[src/rtl/operand_sequencer.sv]
// Operand/result sequencer around the combinational add/subtract stage.
// Loads A, then B with the op select, waits one cycle for the adder, then banks the result.
module operand_sequencer #(
  parameter int unsigned N = 4
) (
  input  logic         clk,
  input  logic         rst,
  input  logic [N-1:0] data_in,
  input  logic         op_sub,
  input  logic         load,
  input  logic         clear,
  output logic [N-1:0] add_x,
  output logic [N-1:0] add_y,
  output logic         add_sub,
  input  logic [N-1:0] add_sum,
  input  logic         add_cout,
  input  logic         add_ovr,
  output logic [N-1:0] result,
  output logic         result_cout,
  output logic         result_ovr,
  output logic         result_valid,
  output logic [1:0]   state
);

  typedef enum logic [1:0] {
    StLoadA = 2'b00,
    StLoadB = 2'b01,
    StExec  = 2'b10,
    StDone  = 2'b11
  } state_e;

  state_e state_q;
  logic   load_prev_q;
  logic   load_event;

  // load_prev resets high so a button held through reset must be released first.
  assign load_event = load & ~load_prev_q;
  assign state      = state_q;

  always_ff @(posedge clk) begin
    if (rst) begin
      state_q      <= StLoadA;
      load_prev_q  <= 1'b1;
      add_x        <= '0;
      add_y        <= '0;
      add_sub      <= 1'b0;
      result       <= '0;
      result_cout  <= 1'b0;
      result_ovr   <= 1'b0;
      result_valid <= 1'b0;
    end else begin
      load_prev_q <= load;
      if (clear) begin
        // Abort only: operand and result registers keep their contents.
        state_q      <= StLoadA;
        result_valid <= 1'b0;
      end else begin
        unique case (state_q)
          StLoadA: begin
            if (load_event) begin
              add_x   <= data_in;
              state_q <= StLoadB;
            end
          end
          StLoadB: begin
            if (load_event) begin
              add_y   <= data_in;
              add_sub <= op_sub;
              state_q <= StExec;
            end
          end
          StExec: begin
            // Operands have been stable for a full period; capture the adder outputs.
            result       <= add_sum;
            result_cout  <= add_cout;
            result_ovr   <= add_ovr;
            result_valid <= 1'b1;
            state_q      <= StDone;
          end
          StDone: begin
            if (load_event) begin
              add_x        <= data_in;
              result_valid <= 1'b0;
              state_q      <= StLoadB;
            end
          end
          default: state_q <= StLoadA;
        endcase
      end
    end
  end

endmodule

[config.mk]
export PLATFORM = sky130hd
export DESIGN_NAME = operand_sequencer
export DESIGN_NICKNAME = d
export VERILOG_FILES = /design/src/rtl/operand_sequencer.sv
export SDC_FILE = /design/constraint.sdc
export NUM_CORES = 1
export LEC_CHECK = 0
export CELL_PAD_IN_SITES_DETAIL_PLACEMENT = 2
export CELL_PAD_IN_SITES_GLOBAL_PLACEMENT = 2
export CORE_UTILIZATION = 23
export CTS_CLUSTER_SIZE = 14
export DETAILED_ROUTE_END_ITERATION = 10
export MAX_ROUTING_LAYER = met4
export PLACE_DENSITY_LB_ADDON = 0.1
export SYNTH_ARGS = -nofsm -noshare
export SYNTH_HDL_FRONTEND = slang
export SYNTH_SLANG_ARGS = --single-unit
[constraint.sdc]
create_clock -name clk -period 1.95 [get_ports clk]
set_clock_uncertainty 0.2 [all_clocks]
set_input_delay 0.39 -clock clk [delete_from_list [all_inputs] [get_ports clk]]
set_output_delay 0.39 -clock clk [all_outputs]
set_load 0.02 [all_outputs]
==> summary.log, run 1 <==
[status] outcome finished clean
[setup_path] critical path launch point type register
[timing] number of endpoints with negative hold slack in the final report 0
[timing] Slew headroom 83.9%
[timing] period utilization 95.5%
[clock_network] number of buffers on the longest clock path 2
[placement] post-DP HPWL 1500 um
[setup_path] critical path's largest stage delay 0.63 ns
[final_layout] filler cell count in the final layout 361
[timing] Min Clock Period, post-route 1.86 ns
[run] number of maximum-capacitance violations 0
[routing] wirelength, routed 1870 um
[routing] total via count after detailed routing 635
[floorplan] placeable core region 3130 um2
[timing] post-layout worst setup margin 0.0875 ns
[floorplan] number of top-level design ports 33
[setup_path] cell with the largest stage delay on the worst path sky130_fd_sc_hd__clkdlybuf4s50_1
[floorplan] std cell rows 20
[synth] Synth Net Count 94
[placement] worst setup slack before clock tree synthesis 0.0777 ns
[setup_path] buffer and inverter count on the worst path 1
[placement] RD Place Congestion 0.688
[synth] Synth Warn # 0
[setup_path] critical path data arrival time 1.27 ns
[synth] mapped cell area 772 um2
[final_layout] Multi-input gate area 355 um2
[floorplan] horizontal die dimension 59.9 um
[synth] leading cell type by number of instances after synthesis sky130_fd_sc_hd__dfxtp_1
[setup_path] maximum fanout along the worst path 2
[global_routing] total routing usage reported by global routing 12.8%
[global_routing] remaining global-route overflow 0
[timing] total count of max-transition violations in the final report 0
[setup_path] critical path start-end classification reg2out
[synth] number of synthesized register bits 19
[final_layout] ratio of cells with drive above 1 in the final layout 6.42%
[synth] top cell type's share of synthesized area 49.3%
[setup_path] cells traversed along the worst timing path clkdlybuf4s50_1
[setup_path] required arrival time at the worst endpoint 1.36 ns
[synth] count of unique library cells instantiated by Yosys 17
[synth] asr flop ratio synth 0%
[setup_path] category of cells accounting for the largest share of critical-path delay buffers and inverters
[synth] count of flip-flops with a built-in enable after synthesis 0
[timing] Setup TNS Final 0 ns
[setup_path] Register-to-Register Setup Slack 0.19 ns
[clock_network] number of sinks driven by the clock tree 19
[timing] highest achievable clock rate 0.537 GHz
[final_layout] Layout Area Growth over Synthesis 50.9%
[routing] post-detailed-route wirelength per cell 12.2 um
[pwr] pwr/cell area 576 nW/um2
[clock_network] number of H-tree levels 1
[floorplan] starting density of the core 24.7%
[clock_network] CTS tree built
[hold_path] Hold Path Class reg2reg
[final_layout] storage element area 380 um2
[clock_network] root buffer cell sky130_fd_sc_hd__clkbuf_4
[global_routing] number of antenna violations at the first check in global routing 0
[clock_network] total CTS buffers 3
[synth] Synth top cells by count 19 x sky130_fd_sc_hd__dfxtp_1, 15 x sky130_fd_sc_hd__mux2i_1, 15 x sky130_fd_sc_hd__nor2_1
[routing] final routed DRC violation total 0
[clock_network] worst-skew pair later-pin latency 0.28 ns
[timing] final setup violating endpoints 0
[synth] cell type with the highest aggregate area in the netlist sky130_fd_sc_hd__dfxtp_1
[final_layout] fin nets 129
[floorplan] die outline area 3590 um2
[placement] Buffers on Ports 32
[clock_network] clock transition at the registers of the reported paths 0.10 ns
[synth] most common flop cell mapped by yosys sky130_fd_sc_hd__dfxtp_1
[global_routing] global-route wire length before repair 3280 um
[synth] synthesized netlist cell count 75
[routing] ratio of routed vias to standard cells 4.15
[setup_path] endpoint kind of the worst setup timing path primary output
[pwr] Static Leak 0.424 nW
[synth] Avg Synthesized Cell Area 10.3 um2
[synth] sequential cell area fraction in the yosys report 49.3%
[final_layout] antenna diode count 0
[synth] Synth area leaders sky130_fd_sc_hd__dfxtp_1 49%, sky130_fd_sc_hd__mux2i_1 19%, sky130_fd_sc_hd__nor2_1 7.3%, sky130_fd_sc_hd__ha_1 6.5%, sky130_fd_sc_hd__and4bb_1 3.2%
[pwr] Max VDD drop 0.338 mV
[global_routing] vias in the first global route 724
[clock_network] buffer count from post-CTS setup fixing 0
[timing] transition time at the pin with the least slew margin 0.240 ns
[floorplan] Die Height 59.9 um
[routing] number of search-and-repair iterations in the first detailed-routing pass 3
[routing] remaining antenna violation count 0
[routing] Initial DRC Count 5
[global_routing] maximum number of pins on one net before global-route repair 13
[timing] setup repair after global routing missed its margin no
## flip-flops by register name (all words and copies together), names as in the netlist
signal        flops
result_cout       1
add_x             4
result_ovr        1
load_prev_q       1
add_y             4
state             2
add_sub           1
result            4
result_valid      1
## metal layers
layer  share of wire [%]  global-route usage (%)  vias up  wire length [um]
met5                   0                       -        -                 0
li1                    -                       -      313                 -
met1                  44                    14.7      299               827
met4                0.96                    2.99        0                18
met3                 6.3                    4.76        2               117
met2                  48                    21.0       21               906
## worst paths after layout
kind	start	cells after the start	endpoint
worst max-delay path	add_y[1]	1	add_y[1]
worst min-delay path	result_valid	2	result_valid
worst max register to register	state[0]	5	add_x[2]
worst min register to register	result_valid	2	result_valid
## report_power, final
part | total (W) | switching [W] | leakage [nW] | internal, W
clock | 0.000192 | 0.000113 | 0.0150 | 0.0000794
combinational | 0.0000795 | 0.0000326 | 0.255 | 0.0000469
sequential | 0.000399 | 0.00000490 | 0.154 | 0.000394
## per-stage QoR
stage | total power (W) | cell area [um2] | hold WS (ns) | std cells | utilization [%]
floorplan | 0.000441 | 772 | 0.297 | 75 | -
detailed placement | 0.000490 | 1140 | 0.278 | 149 | 36.5
global route | 0.000713 | 1160 | 0.304 | 153 | 37.2
global placement | 0.000488 | 1140 | 0.257 | 149 | 36.5
finish | 0.000671 | 1160 | 0.284 | 153 | 37.2
CTS | 0.000687 | 1160 | 0.293 | 153 | 37.2
## tightest hold or removal path: stages (launching register included)
cell and delay, ns:
sky130_fd_sc_hd__dfxtp_1 0.34, sky130_fd_sc_hd__nand2_1 0.06, sky130_fd_sc_hd__a21oi_1 0.05
## kinds of logic after synthesis
family	count (synthesis)	share of synthesized area, %
adder cells (fa/ha/maj)	4	6.48
AND/OR/NAND/NOR	24	15.2
AO/OA/AOI/OAI	6	4.86
flip-flops	19	49.3
multiplexers	15	19.4
buffers and inverters	7	4.70
## cells in the final DEF (no fill, tap or decap)
master,synthesis,layout
sky130_fd_sc_hd__mux2i_1,15,15
sky130_fd_sc_hd__nand2b_1,1,1
sky130_fd_sc_hd__and4bb_1,2,2
sky130_fd_sc_hd__a21o_1,2,2
sky130_fd_sc_hd__o21bai_1,1,1
sky130_fd_sc_hd__dlygate4sd2_1,0,2
sky130_fd_sc_hd__buf_4,2,3
sky130_fd_sc_hd__clkbuf_1,1,1
sky130_fd_sc_hd__inv_1,2,2
sky130_fd_sc_hd__ha_1,4,4
sky130_fd_sc_hd__dfxtp_1,19,19
sky130_fd_sc_hd__nor2_1,15,15
sky130_fd_sc_hd__or2_2,1,1
sky130_fd_sc_hd__nand2_1,3,3
sky130_fd_sc_hd__clkbuf_4,0,3
sky130_fd_sc_hd__a21oi_1,3,3
sky130_fd_sc_hd__nor2b_1,1,1
sky130_fd_sc_hd__clkdlybuf4s50_1,0,30
sky130_fd_sc_hd__or2_1,1,1
## area by class of cell
| cell class | count | area share (%) |
|---|---|---|
| Sequential cell | 19 | 32.7 |
| Tap cell | 44 | 4.73 |
| Clock buffer | 4 | 2.26 |
| Multi-Input combinational cell | 49 | 30.5 |
| Timing Repair Buffer | 35 | 29.2 |
| Inverter | 2 | 0.644 |
## what timing repair did
item	in CTS	in global routing
hold buffers	0	0
hold endpoints to repair	0	0
resized for setup	2	0
setup endpoints to repair	2	0
Power figures use the tool's default switching activity.
==> run 2: changes to the inputs <==
--- a/config.mk
+++ b/config.mk
@@ -10,6 +10,7 @@
 export CORE_UTILIZATION = 23
 export CTS_CLUSTER_SIZE = 14
 export DETAILED_ROUTE_END_ITERATION = 10
+export GPL_ROUTABILITY_DRIVEN = 0
 export MAX_ROUTING_LAYER = met4
 export PLACE_DENSITY_LB_ADDON = 0.1
 export SYNTH_ARGS = -nofsm -noshare
==> results of run 2 <==
Final layout, timing and power as in run 1 (identical DEF).
==> run 3: changes to the inputs <==
--- a/config.mk
+++ b/config.mk
@@ -7,6 +7,7 @@
 export LEC_CHECK = 0
 export CELL_PAD_IN_SITES_DETAIL_PLACEMENT = 2
 export CELL_PAD_IN_SITES_GLOBAL_PLACEMENT = 2
+export CORE_MARGIN = 1
 export CORE_UTILIZATION = 23
 export CTS_CLUSTER_SIZE = 14
 export DETAILED_ROUTE_END_ITERATION = 10
==> results of run 3 <==
Final layout, timing and power as in run 1 (identical DEF).
